File: src/rtl/bsg_manycore_link_out_arbiter.sv
// Output-link arbiter for the manycore bench network models.
// Up to nine input directions (P,W,E,N,S,RW,RE,RN,RS) share one outgoing link.
// The network configuration selects which directions are live.
// Each live input is granted round-robin into a single registered output slot.
// The arbiter also keeps three pieces of sticky or counting state:
// a starvation watchdog, an illegal-input flag and a count of delivered packets.

package bsg_manycore_network_pkg;
  typedef enum logic [2:0] {
    e_network_crossbar,
    e_network_mesh,
    e_network_half_ruche_x,
    e_network_full_ruche,
    e_network_max_val
  } bsg_manycore_network_cfg_e;
endpackage

module bsg_manycore_link_out_arbiter
  import bsg_manycore_network_pkg::*;
#(
  parameter bsg_manycore_network_cfg_e network_cfg_p = e_network_mesh,
  parameter int width_p        = 32,
  parameter int starve_limit_p = 64,
  parameter int num_in_p       = 9
) (
  input  logic                        clk_i,
  input  logic                        reset_i,
  input  logic [num_in_p-1:0]         in_v_i,
  input  logic [num_in_p*width_p-1:0] in_data_i,
  output logic [num_in_p-1:0]         in_yumi_o,
  output logic                        out_v_o,
  output logic [width_p-1:0]          out_data_o,
  input  logic                        out_ready_i,
  output logic                        starve_o,
  output logic [3:0]                  starve_id_o,
  output logic                        err_o,
  output logic [15:0]                 pkt_count_o
);

  // Live directions per network flavour; slot order is P,W,E,N,S,RW,RE,RN,RS.
  function automatic logic [8:0] en_mask_f(bsg_manycore_network_cfg_e cfg);
    case (cfg)
      e_network_crossbar:     return 9'h001;
      e_network_mesh:         return 9'h01F;
      e_network_half_ruche_x: return 9'h07F;
      e_network_full_ruche:   return 9'h1FF;
      default:                return 9'h000;
    endcase
  endfunction

  if (num_in_p != 9) begin : g_bad_num_in
    $error("bsg_manycore_link_out_arbiter: num_in_p must be 9");
  end
  if (network_cfg_p != e_network_crossbar && network_cfg_p != e_network_mesh &&
      network_cfg_p != e_network_half_ruche_x && network_cfg_p != e_network_full_ruche) begin : g_bad_cfg
    $error("bsg_manycore_link_out_arbiter: unsupported network_cfg_p");
  end
  if (starve_limit_p < 1) begin : g_bad_limit
    $error("bsg_manycore_link_out_arbiter: starve_limit_p must be >= 1");
  end

  localparam logic [num_in_p-1:0] en_mask_lp = en_mask_f(network_cfg_p);
  localparam int wait_w_lp = $clog2(starve_limit_p + 1);
  localparam logic [wait_w_lp-1:0] starve_lim_lp = wait_w_lp'(starve_limit_p);

  logic [3:0]          last_r;
  logic                accept;
  logic [num_in_p-1:0] req;
  logic [4:0]          rr_sum [num_in_p];
  logic [3:0]          rr_idx [num_in_p];
  logic                grant_v;
  logic [3:0]          grant_id;
  logic [width_p-1:0]  grant_data;

  logic [wait_w_lp-1:0] wait_r [num_in_p];
  logic [wait_w_lp-1:0] wait_n [num_in_p];
  logic                 starve_hit;
  logic [3:0]           starve_idx;

  // The slot can take a new packet if it is empty or is being drained this cycle.
  assign accept = ~out_v_o | out_ready_i;
  assign req    = in_v_i & en_mask_lp;

  // Build the round-robin search order, starting one slot past the last winner.
  always_comb begin
    for (int k = 0; k < num_in_p; k++) begin
      rr_sum[k] = {1'b0, last_r} + 5'(k + 1);
      rr_idx[k] = (rr_sum[k] >= 5'(num_in_p)) ? 4'(rr_sum[k] - 5'(num_in_p)) : rr_sum[k][3:0];
    end
  end

  // Grant the first requesting live input in search order when the slot can accept.
  always_comb begin
    grant_v  = 1'b0;
    grant_id = '0;
    for (int k = 0; k < num_in_p; k++) begin
      if (!grant_v && req[rr_idx[k]]) begin
        grant_v  = 1'b1;
        grant_id = rr_idx[k];
      end
    end
    if (reset_i || !accept) begin
      grant_v = 1'b0;
    end
  end

  // Tell the granted input its packet is consumed.
  always_comb begin
    in_yumi_o = '0;
    if (grant_v) begin
      in_yumi_o[grant_id] = 1'b1;
    end
  end

  assign grant_data = in_data_i[grant_id*width_p +: width_p];

  // Output slot: load on a grant, empty when drained with no replacement.
  always_ff @(posedge clk_i) begin
    if (reset_i) begin
      out_v_o    <= 1'b0;
      out_data_o <= '0;
      last_r     <= 4'd8;
    end else if (grant_v) begin
      out_v_o    <= 1'b1;
      out_data_o <= grant_data;
      last_r     <= grant_id;
    end else if (out_ready_i) begin
      out_v_o    <= 1'b0;
    end
  end

  // Wait counters restart whenever an input is idle or served and saturate at the limit.
  always_comb begin
    for (int i = 0; i < num_in_p; i++) begin
      if (!en_mask_lp[i] || !in_v_i[i] || in_yumi_o[i]) begin
        wait_n[i] = '0;
      end else if (wait_r[i] != starve_lim_lp) begin
        wait_n[i] = wait_r[i] + wait_w_lp'(1);
      end else begin
        wait_n[i] = wait_r[i];
      end
    end
  end

  // Find the lowest live input whose wait count hits the limit; the scan runs downward so the lowest index wins.
  always_comb begin
    starve_hit = 1'b0;
    starve_idx = '0;
    for (int i = num_in_p - 1; i >= 0; i--) begin
      if (en_mask_lp[i] && wait_n[i] == starve_lim_lp) begin
        starve_hit = 1'b1;
        starve_idx = 4'(i);
      end
    end
  end

  // Update the watchdog, the sticky flags and the delivered-packet counter.
  always_ff @(posedge clk_i) begin
    if (reset_i) begin
      for (int i = 0; i < num_in_p; i++) begin
        wait_r[i] <= '0;
      end
      starve_o    <= 1'b0;
      starve_id_o <= '0;
      err_o       <= 1'b0;
      pkt_count_o <= '0;
    end else begin
      for (int i = 0; i < num_in_p; i++) begin
        wait_r[i] <= wait_n[i];
      end
      if (!starve_o && starve_hit) begin
        starve_o    <= 1'b1;
        starve_id_o <= starve_idx;
      end
      if (|(in_v_i & ~en_mask_lp)) begin
        err_o <= 1'b1;
      end
      if (out_v_o && out_ready_i) begin
        pkt_count_o <= pkt_count_o + 16'd1;
      end
    end
  end

endmodule

File: config.mk
export PLATFORM = sky130hd
export DESIGN_NAME = bsg_manycore_link_out_arbiter
export DESIGN_NICKNAME = d
export VERILOG_FILES = /design/src/rtl/bsg_manycore_link_out_arbiter.sv
export SDC_FILE = /design/constraint.sdc
export NUM_CORES = 1
export LEC_CHECK = 0
export ABC_AREA = 1
export BUFFER_PORTS_ARGS = -buffer_cell sky130_fd_sc_hd__buf_2
export CAP_MARGIN = 0
export CORE_ASPECT_RATIO = 0.75
export CORE_UTILIZATION = 25
export CTS_BUF_LIST = sky130_fd_sc_hd__clkbuf_8
export CTS_CLUSTER_SIZE = 24
export DETAILED_ROUTE_END_ITERATION = 12
export PLACE_DENSITY_LB_ADDON = 0.08
export SLEW_MARGIN = 15
export SYNTH_ARGS = -nofsm -noshare
export SYNTH_HDL_FRONTEND = slang
export SYNTH_SLANG_ARGS = --single-unit
File: constraint.sdc
create_clock -name clk_i -period 7.25 [get_ports clk_i]
set_input_delay 0 -clock clk_i [delete_from_list [all_inputs] [get_ports clk_i]]
set_output_delay 0 -clock clk_i [all_outputs]
set_load 0.02 [all_outputs]
==> reports/metrics.csv, run 1 <==
metric;value;unit
syn_avg_cell_area;6.27;um^2
synth-warning-count;0;
finalHoldWorstSlack;0.0292;ns
finalMaxSlewViolations;0;
setup_viol_count_final;0;
final_core_util;0.323;
mostFrequentLayoutCell;sky130_fd_sc_hd__buf_2;
area_growth;27.1;%
fp.dieW;211;um
synth-edff-count;0;
cpLargestDelayFamily;simple AND/OR/NAND/NOR gates;
antennaDiodeCount;0;
place_congestion;0.845;
cts_htree_levels;3;
synthesis.instances;1311;
fin_nets;1934;
die_h;159;um
critical_path_arrival;6.08;ns
grt.overflow.total;0;
ant_nets;0;
grt_antenna_before_repair;0;
synth_seq_cells;93;
crit_path_max_delay_cell_type;sky130_fd_sc_hd__dfxtp_1;
initial_core_util;0.254;
clock_sink_count;93;
core_area;0.0324;mm^2
max_cap_violations;0;
port_buffers;326;
io_pins;364;
timing.final.hold_violations;0;
via_per_inst;4.71;
crit_top_cell;sky130_fd_sc_hd__nand2_1;
timing.critical_path.to_type;flop;
drt_pre_antenna_iters;5;
kind_of_start_point_of_the_critical_path;flop;
wire_length_after_detailed_routing;33300;um
fillerInstances;3704;
instances_no_fill;2049;
min_period;5.74;ns
synth-main-ff-cell;sky130_fd_sc_hd__dfxtp_1;
slew_headroom;0.454;
routed_wire_per_std_cell;16.2;um
sequential_standard_cell_area;0.00186;mm^2
worst_path_max_stage_delay;0.73;ns
grt_max_degree;66;
count_of_cells_resized_by_post_cts_repair;0;
grt_pass1_wl;51400;um
max_slew.worst_pin.slew;0.818;ns
worstHoldPathType;in -> reg;
result_of_the_run;completed;
clk_latency;0.39;ns
cts_tree;done;
path_class;reg -> reg;
clock_transition_at_the_registers_of_the_reported_paths;0.10;ns
maximum_net_fanout_on_the_critical_path;43;
layout-drive-gt1-share;0.261;
cp.buffers_inverters;6;
setup_total_negative_slack;0;ns
layout_common_cells;sky130_fd_sc_hd__buf_2 (326), sky130_fd_sc_hd__nand2_1 (278), sky130_fd_sc_hd__nand3_1 (239);
critPathRequiredTime;7.58;ns
ys_seq_area_frac;0.227;
postSynth.asyncResetShare;0;
detailroute.via_count;9652;
period_share;0.792;
yosysUniqueCellTypes;55;
hpwlAfterDp;26200;um
fin_worst_skew;0.0131;ns
first_global_vias;9122;
cts_buffer_depth;2;
unrepaired_setup_endpoints_after_global_routing;no;
synth.cell_area;0.00822;mm^2
cts-buffers-inserted;9;
multi_input_comb_area;0.00538;mm^2
placed_cells_incl_taps;2024;
floorplan.rows;57;
gr-usage-all-layers;0.196;
floorplan.die_area;0.0336;mm^2
clock.fmax;0.174;GHz
remaining_drc_errors;0;
clk_root_buffer_cell;sky130_fd_sc_hd__clkbuf_8;
drtIter0Drc;715;
## per-layer routing
metal  up-vias  part of all wire  track usage
met2       280              0.46        0.319
met3        14             0.047       0.0327
li1       4987                 -            -
met1      4371              0.48        0.275
met5         -                 0            0
met4         0            0.0084       0.0323
## tightest hold or removal path: cells and delay by family
| family | cells | cell delay [ns] |
|---|---|---|
| AO/OA/AOI/OAI | 2 | 0.11 |
| AND/OR/NAND/NOR | 3 | 0.15 |
| buffers and inverters | 2 | 0.13 |
## final cells by class
cell class | instances | share of cell area
Clock buffer | 9 | 0.0119
Clock inverter | 7 | 0.00659
Sequential cell | 93 | 0.178
Timing Repair Buffer | 348 | 0.177
Tap cell | 442 | 0.0529
Inverter | 159 | 0.0583
Multi-Input combinational cell | 991 | 0.515
## worst paths after layout
| check | from | slack (ns) | depth (start not counted) | endpoint |
|---|---|---|---|---|
| max reg2reg | last_r[1] | 1.51 | 25 | out_data_o[0] |
| min reg2reg | pkt_count_o[15] | 0.45 | 1 | pkt_count_o[15] |
| min | in_data_i[63] | 0.03 | 7 | out_data_o[31] |
| max | last_r[1] | 1.51 | 25 | out_data_o[0] |
## cells in the mapped netlist, types with 26 or more instances
cell                       instances  share of area
sky130_fd_sc_hd__inv_1           146          0.067
sky130_fd_sc_hd__a21oi_1          31          0.019
sky130_fd_sc_hd__dfxtp_1          93           0.23
sky130_fd_sc_hd__nand2_1         278           0.13
sky130_fd_sc_hd__a31oi_1          33          0.025
sky130_fd_sc_hd__nor2_1           84          0.038
sky130_fd_sc_hd__clkbuf_1         27          0.012
sky130_fd_sc_hd__nor3_1           26          0.016
sky130_fd_sc_hd__o21ai_1          40          0.024
sky130_fd_sc_hd__ha_1             32          0.049
sky130_fd_sc_hd__xor2_1           26          0.028
sky130_fd_sc_hd__o21ai_0          31          0.019
sky130_fd_sc_hd__a22oi_1          64          0.058
sky130_fd_sc_hd__nand3_1         239           0.15
## sequential cells by signal (all words and copies together), names as in the netlist
register and cells:
pkt_count_o 16, last_r 4, out_data_o 32, wait_r 35, starve_o 1, out_v_o 1, err_o 1, starve_id_o 3
## through the flow
step / area [um^2] / setup WS, ns
after floorplan: 8230 / 3.49
after global placement: 10200 / 1.50
after detailed placement: 10200 / 1.57
after CTS: 10400 / 1.54
after global routing: 10400 / 0.965
final: 10400 / 1.51
## logic make-up (layout without fill, tap and decap cells)
| kind of cell | after synthesis | count (layout) | synth area share |
|---|---|---|---|
| flip-flops | 93 | 93 | 0.227 |
| XOR/XNOR | 30 | 30 | 0.0352 |
| multiplexers | 1 | 1 | 0.00122 |
| AND/OR/NAND/NOR | 705 | 705 | 0.397 |
| adder cells (fa/ha/maj) | 32 | 32 | 0.0487 |
| AO/OA/AOI/OAI | 218 | 218 | 0.169 |
| buffers and inverters | 231 | 523 | 0.122 |
| other | 1 | 5 | 0.000456 |
## what timing repair did
action                     CTS  global route
hold endpoints to repair     8             0
setup buffers                0             0
hold buffers                 9             0
setup endpoints to repair    0             0
Power of run 1 is not shown: default switching activity piles up to over one toggle a cycle in this logic, so the estimate is an artifact.
==> run 2: changes to the inputs <==
Settings changed: ABC_AREA 1 to 0.
Clock period 7.25 ns to 4.9 ns, I/O delays scaled along.
==> run 2 against run 1 <==
Net effect:
- area after synthesis increased by 13%
- final area up 17%
- hold slack got worse by 0.0030 ns
- critical path depth shrank 9
- non-clock buffer count is 46 higher
- worst setup slack worse by 1.2 ns
- maximum frequency is 24% higher
- routed wire length up 8.2%
- largest cell class unchanged
- register-to-register slack worse by 1.2 ns
- highest routed layer is now met5
- die area is 13% higher
- sequential share of layout area down 2.6 points
- sequential cell count did not move
==> reports/metrics.csv, run 2 <==
metric;value;unit
layout_top_registers;wait_r: 35 flops, out_data_o: 32 flops, pkt_count_o: 16 flops;
via_per_inst;4.88;
synth_seq_cells;93;
floorplan.die_area;0.0380;mm^2
netlist.top_cell.by_area;sky130_fd_sc_hd__dfxtp_1;
fin_worst_skew;0.0159;ns
instances_no_fill;1963;
yosys.area.top_type_share;0.200;
cts_htree_levels;3;
drtIter0Drc;499;
timing.final.hold_violations;0;
critical_path_arrival;4.95;ns
flip_flop_count_of_the_largest_register_after_layout;35;
layout_common_cells;sky130_fd_sc_hd__buf_2 (298), sky130_fd_sc_hd__mux2i_1 (178), sky130_fd_sc_hd__nor2_1 (102);
setup_total_negative_slack;0;ns
dpl_cell_area;0.0116;mm^2
port_buffers;298;
antennaDiodeCount;0;
period_share;0.943;
gr-usage-all-layers;0.186;
worstHoldPathType;in -> reg;
finalMaxSlewViolations;0;
setup_viol_count_final;0;
reg2reg_from;last_r[1];
netlist_top_cells_area;sky130_fd_sc_hd__dfxtp_1 (20%), sky130_fd_sc_hd__mux2i_1 (19%), sky130_fd_sc_hd__ha_1 (4.3%), sky130_fd_sc_hd__nor2_1 (4.2%), sky130_fd_sc_hd__nand3_1 (3.2%);
die_h;169;um
fp.dieW;225;um
place_congestion;0.863;
timing.critical_path.to_type;flop;
synth-edff-count;0;
result_of_the_run;completed;
drt_pre_antenna_iters;5;
regToRegSetupSlack;0.28;ns
initial_core_util;0.257;
routed_wire_per_std_cell;18.3;um
grt_pass1_wl;54100;um
yosysUniqueCellTypes;103;
critPathRequiredTime;5.22;ns
io_pins;364;
placed_cells_incl_taps;1917;
first_global_vias;9228;
min_to;out_data_o[18];
clk_root_buffer_cell;sky130_fd_sc_hd__clkbuf_8;
clock_sink_count;93;
synth-warning-count;0;
maximum_net_fanout_on_the_critical_path;19;
largest-register;wait_r;
syn_avg_cell_area;8.24;um^2
hpwlAfterDp;28600;um
fin_nets;1794;
kind_of_start_point_of_the_critical_path;flop;
holdCritStartpoint;in_data_i[210];
floorplan.rows;60;
yosysMostFrequentCell;sky130_fd_sc_hd__mux2i_1;
max_slew.worst_pin.slew;0.758;ns
top_post_synthesis_cells_by_count;sky130_fd_sc_hd__mux2i_1 (179), sky130_fd_sc_hd__nor2_1 (104), sky130_fd_sc_hd__dfxtp_1 (93), sky130_fd_sc_hd__nand2_1 (78), sky130_fd_sc_hd__nand3_1 (59);
clock_transition_at_the_registers_of_the_reported_paths;0.10;ns
remaining_drc_errors;0;
area_growth;31.5;%
wire_length_after_detailed_routing;36000;um
cts_tree;done;
synth-main-ff-cell;sky130_fd_sc_hd__dfxtp_1;
core_area;0.0363;mm^2
postSynth.asyncResetShare;0;
synth.cell_area;0.00930;mm^2
ant_nets;0;
layout-drive-gt1-share;0.314;
slew_headroom;0.493;
unrepaired_setup_endpoints_after_global_routing;yes;
detailroute.via_count;9587;
synthesis.instances;1129;
whs_path_depth;4;
ys_seq_area_frac;0.200;
grt_max_degree;41;
clock.fmax;0.216;GHz
mostFrequentLayoutCell;sky130_fd_sc_hd__buf_2;
layout.cell_area.non_filler;0.0122;mm^2
path_class;reg -> reg;
min_period;4.62;ns
clk_latency;0.40;ns
cts_buffer_depth;2;
cts-buffers-inserted;9;
r2r-end;out_data_o[29];
grt.overflow.total;0;
grt_antenna_before_repair;2;
reg2regPathDepth;16;
max_cap_violations;0;
[run 2: worst max path at each step]
stage                         start             end  slack (ns)  cells after the start
after floorplan           last_r[0]   wait_r[0][16]        0.05                     20
after global placement    last_r[2]  out_data_o[29]        0.18                     16
after detailed placement  last_r[2]  out_data_o[29]        0.23                     16
after CTS                 last_r[1]    in_yumi_o[0]        0.02                     19
after global routing      last_r[1]    in_yumi_o[0]        0.01                     18
final                     last_r[1]  out_data_o[29]        0.28                     16
[run 2: cells by family (layout without fill, tap and decap cells)]
family                     Yosys count  after routing  synth area share
AOI/OAI and AO/OA                  259            259             0.210
muxes                              194            194             0.212
and+or+nand+nor                    387            387             0.212
DFF                                 93             93             0.200
adders and majority gates           32             32            0.0430
buffers and inverters              103            437            0.0589
xor gates and xnor gates            60             60            0.0630
other                                1              5          0.000403
[run 2: critical path, stage by stage, from the launching register on]
cell and delay [ns]:
sky130_fd_sc_hd__dfxtp_1 0.34, sky130_fd_sc_hd__inv_1 0.11, sky130_fd_sc_hd__ha_2 0.42, sky130_fd_sc_hd__buf_12 0.18, sky130_fd_sc_hd__mux2i_1 0.43, sky130_fd_sc_hd__mux2i_1 0.21, sky130_fd_sc_hd__a21oi_1 0.18, sky130_fd_sc_hd__a211oi_1 0.09
sky130_fd_sc_hd__o31ai_2 0.44, sky130_fd_sc_hd__nor2_1 0.10, sky130_fd_sc_hd__a311o_1 0.34, sky130_fd_sc_hd__a22o_1 0.26, sky130_fd_sc_hd__or2_1 0.29, sky130_fd_sc_hd__nor2_1 0.60, sky130_fd_sc_hd__a22o_1 0.25, sky130_fd_sc_hd__nand3_1 0.09
sky130_fd_sc_hd__a41oi_1 0.22
[run 2: final cells by class]
cell class,instances,area (um^2)
inverters,27,101
clock inverters,7,58.8
flip-flops and latches,93,1860
repair buffers,394,2440
clock buffers,9,124
multi-input cells,937,7020
fillers,3852,24000
well taps,496,621
[run 2: metrics by stage]
stage	hold WS (ns)	setup slack [ns]	utilization
final	0.0262	0.279	0.337
after CTS	0.00198	0.0181	0.333
after detailed placement	0.270	0.233	0.321
after global routing	0.00973	0.0126	0.337
after global placement	0.263	0.178	0.321
after floorplan	0.150	0.0530	-
[run 2: layer usage]
layer  track usage  vias to the layer above  share of wire
met4        0.0296                        4         0.0070
met5             0                        -        0.00081
met2         0.296                      277           0.46
met3        0.0399                       19          0.054
li1              -                     4829              -
met1         0.258                     4458           0.48
[run 2: repair_timing]
| item | in CTS | in global routing |
|---|---|---|
| setup buffers | 0 | 4 |
| endpoints found under the setup margin | 0 | 26 |
| endpoints found under the hold margin | 23 | 0 |
| hold buffers | 25 | 0 |
| resized for setup | 0 | 23 |
Power of run 2 is left out for the same reason.
==> run 3: changes to the inputs <==
Settings changed: ABC_AREA 0 to default, CORE_MARGIN from default to 3.
==> run 3 against run 2 <==
Net effect:
- register-to-register slack improved by 0.05 ns
- core utilization shrank 0.22 points
- worst setup slack got worse by 0.021 ns
==> reports/metrics.csv, run 3 (synthesis results as in run 2) <==
metric;value;unit
cts-buffers-inserted;9;
clock.fmax;0.215;GHz
detailroute.via_count;9574;
cts_buffer_depth;2;
remaining_drc_errors;0;
port_buffers;298;
worstHoldPathType;in -> reg;
layout_top_registers;wait_r: 35 flops, out_data_o: 32 flops, pkt_count_o: 16 flops;
holdCritStartpoint;in_data_i[144];
setup_viol_count_final;0;
clock_transition_at_the_registers_of_the_reported_paths;0.11;ns
kind_of_start_point_of_the_critical_path;flop;
drt_pre_antenna_iters;6;
cts_htree_levels;3;
area_growth;30.6;%
fp.dieW;229;um
critPathRequiredTime;4.90;ns
clk_latency;0.42;ns
grt_max_degree;48;
cts_tree;done;
place_congestion;0.862;
reg2regPathDepth;18;
layout_common_cells;sky130_fd_sc_hd__buf_2 (298), sky130_fd_sc_hd__mux2i_1 (179), sky130_fd_sc_hd__nor2_1 (103);
maximum_net_fanout_on_the_critical_path;22;
io_pins;364;
min_to;out_data_o[16];
ant_nets;0;
setup_total_negative_slack;0;ns
path_class;reg -> out;
slew_headroom;0.524;
timing.critical_path.to_type;output port;
period_share;0.947;
initial_core_util;0.257;
result_of_the_run;completed;
r2r-end;out_data_o[0];
mostFrequentLayoutCell;sky130_fd_sc_hd__buf_2;
grt_pass1_wl;55400;um
drtIter0Drc;578;
gr-usage-all-layers;0.177;
critical_path_arrival;4.64;ns
fin_worst_skew;0.0134;ns
floorplan.die_area;0.0396;mm^2
routed_wire_per_std_cell;18.6;um
floorplan.rows;60;
core_area;0.0363;mm^2
layout-drive-gt1-share;0.307;
flip_flop_count_of_the_largest_register_after_layout;35;
clock_sink_count;93;
clk_root_buffer_cell;sky130_fd_sc_hd__clkbuf_8;
placed_cells_incl_taps;1912;
max_slew.worst_pin.slew;0.711;ns
fin_nets;1792;
first_global_vias;9421;
regToRegSetupSlack;0.33;ns
largest-register;wait_r;
whs_path_depth;4;
min_period;4.64;ns
reg2reg_from;last_r[0];
hpwlAfterDp;29300;um
finalMaxSlewViolations;0;
die_h;173;um
grt_antenna_before_repair;0;
max_cap_violations;0;
via_per_inst;4.88;
instances_no_fill;1962;
grt.overflow.total;0;
wire_length_after_detailed_routing;36500;um
timing.final.hold_violations;0;
==> run 3: cell types whose count changed in the layout (fill, tap and decap cells not counted), sizes merged <==
cell	previous run	this run
dlygate4sd3	25	26
inv	27	29
buf	368	365
diode	0	1
clkinv	5	2
clkinvlp	2	3
==> run 3: stage by stage <==
stage,utilization,hold WS [ns],worst slack [ns],cell area (um^2)
floorplan,-,0.150,0.0530,9320
global placement,0.319,0.261,-0.00143,11600
detailed placement,0.319,0.278,0.0814,11600
CTS,0.331,0.00771,0.0789,12000
global route,0.335,0.0434,-0.0179,12100
finish,0.335,0.0349,0.259,12200
==> run 3: final cells by class <==
class | count | area [um^2]
fill | 3867 | 24100
inverter | 27 | 105
multi-input combinational | 937 | 7010
tap | 496 | 621
clock inverter | 7 | 63.8
sequential | 93 | 1860
clock buffer | 9 | 124
timing repair buffer | 392 | 2370
antenna | 1 | 2.50
==> run 3: critical path: stages (launching register included) <==
cell and delay [ns]:
sky130_fd_sc_hd__dfxtp_2 0.40, sky130_fd_sc_hd__inv_2 0.09, sky130_fd_sc_hd__ha_2 0.42, sky130_fd_sc_hd__buf_12 0.20, sky130_fd_sc_hd__and2b_1 0.23, sky130_fd_sc_hd__a221oi_2 0.28, sky130_fd_sc_hd__nand2_1 0.14, sky130_fd_sc_hd__o221ai_1 0.29
sky130_fd_sc_hd__nand4b_1 0.26, sky130_fd_sc_hd__buf_4 0.21, sky130_fd_sc_hd__mux2i_1 0.25, sky130_fd_sc_hd__a32oi_1 0.22, sky130_fd_sc_hd__a211oi_4 0.38, sky130_fd_sc_hd__buf_4 0.24, sky130_fd_sc_hd__and2_1 0.18, sky130_fd_sc_hd__nand3_2 0.15
sky130_fd_sc_hd__inv_1 0.09, sky130_fd_sc_hd__buf_2 0.18
==> run 3: worst max path at each step <==
stage	slack [ns]	endpoint	from	cells past startpoint
2_1_floorplan	0.05	wait_r[0][16]	last_r[0]	20
3_3_place_gp	-0.001	out_data_o[14]	last_r[1]	17
3_5_place_dp	0.08	wait_r[0][9]	last_r[1]	17
4_1_cts	0.08	in_yumi_o[0]	last_r[2]	16
5_1_grt	-0.02	in_yumi_o[0]	last_r[0]	17
6_report	0.26	in_yumi_o[0]	last_r[0]	17
==> run 3: timing repair <==
item                                   4_1_cts  5_1_grt
gates resized for setup                      1       12
pin swaps                                    0        1
hold buffers                                26        0
buffers inserted                             0        6
setup endpoints to repair                    2       21
cloned                                       0        1
endpoints found under the hold margin       24        0
==> run 3: metal layers <==
metal | global-route usage | wire length [um] | vias to the layer above
met3 | 0.0438 | 1940 | 22
met5 | 0 | 0 | -
met1 | 0.246 | 17600 | 4472
met4 | 0.0318 | 356 | 0
met2 | 0.281 | 16700 | 259
li1 | - | - | 4821
Power of run 3 is left out for the same reason.
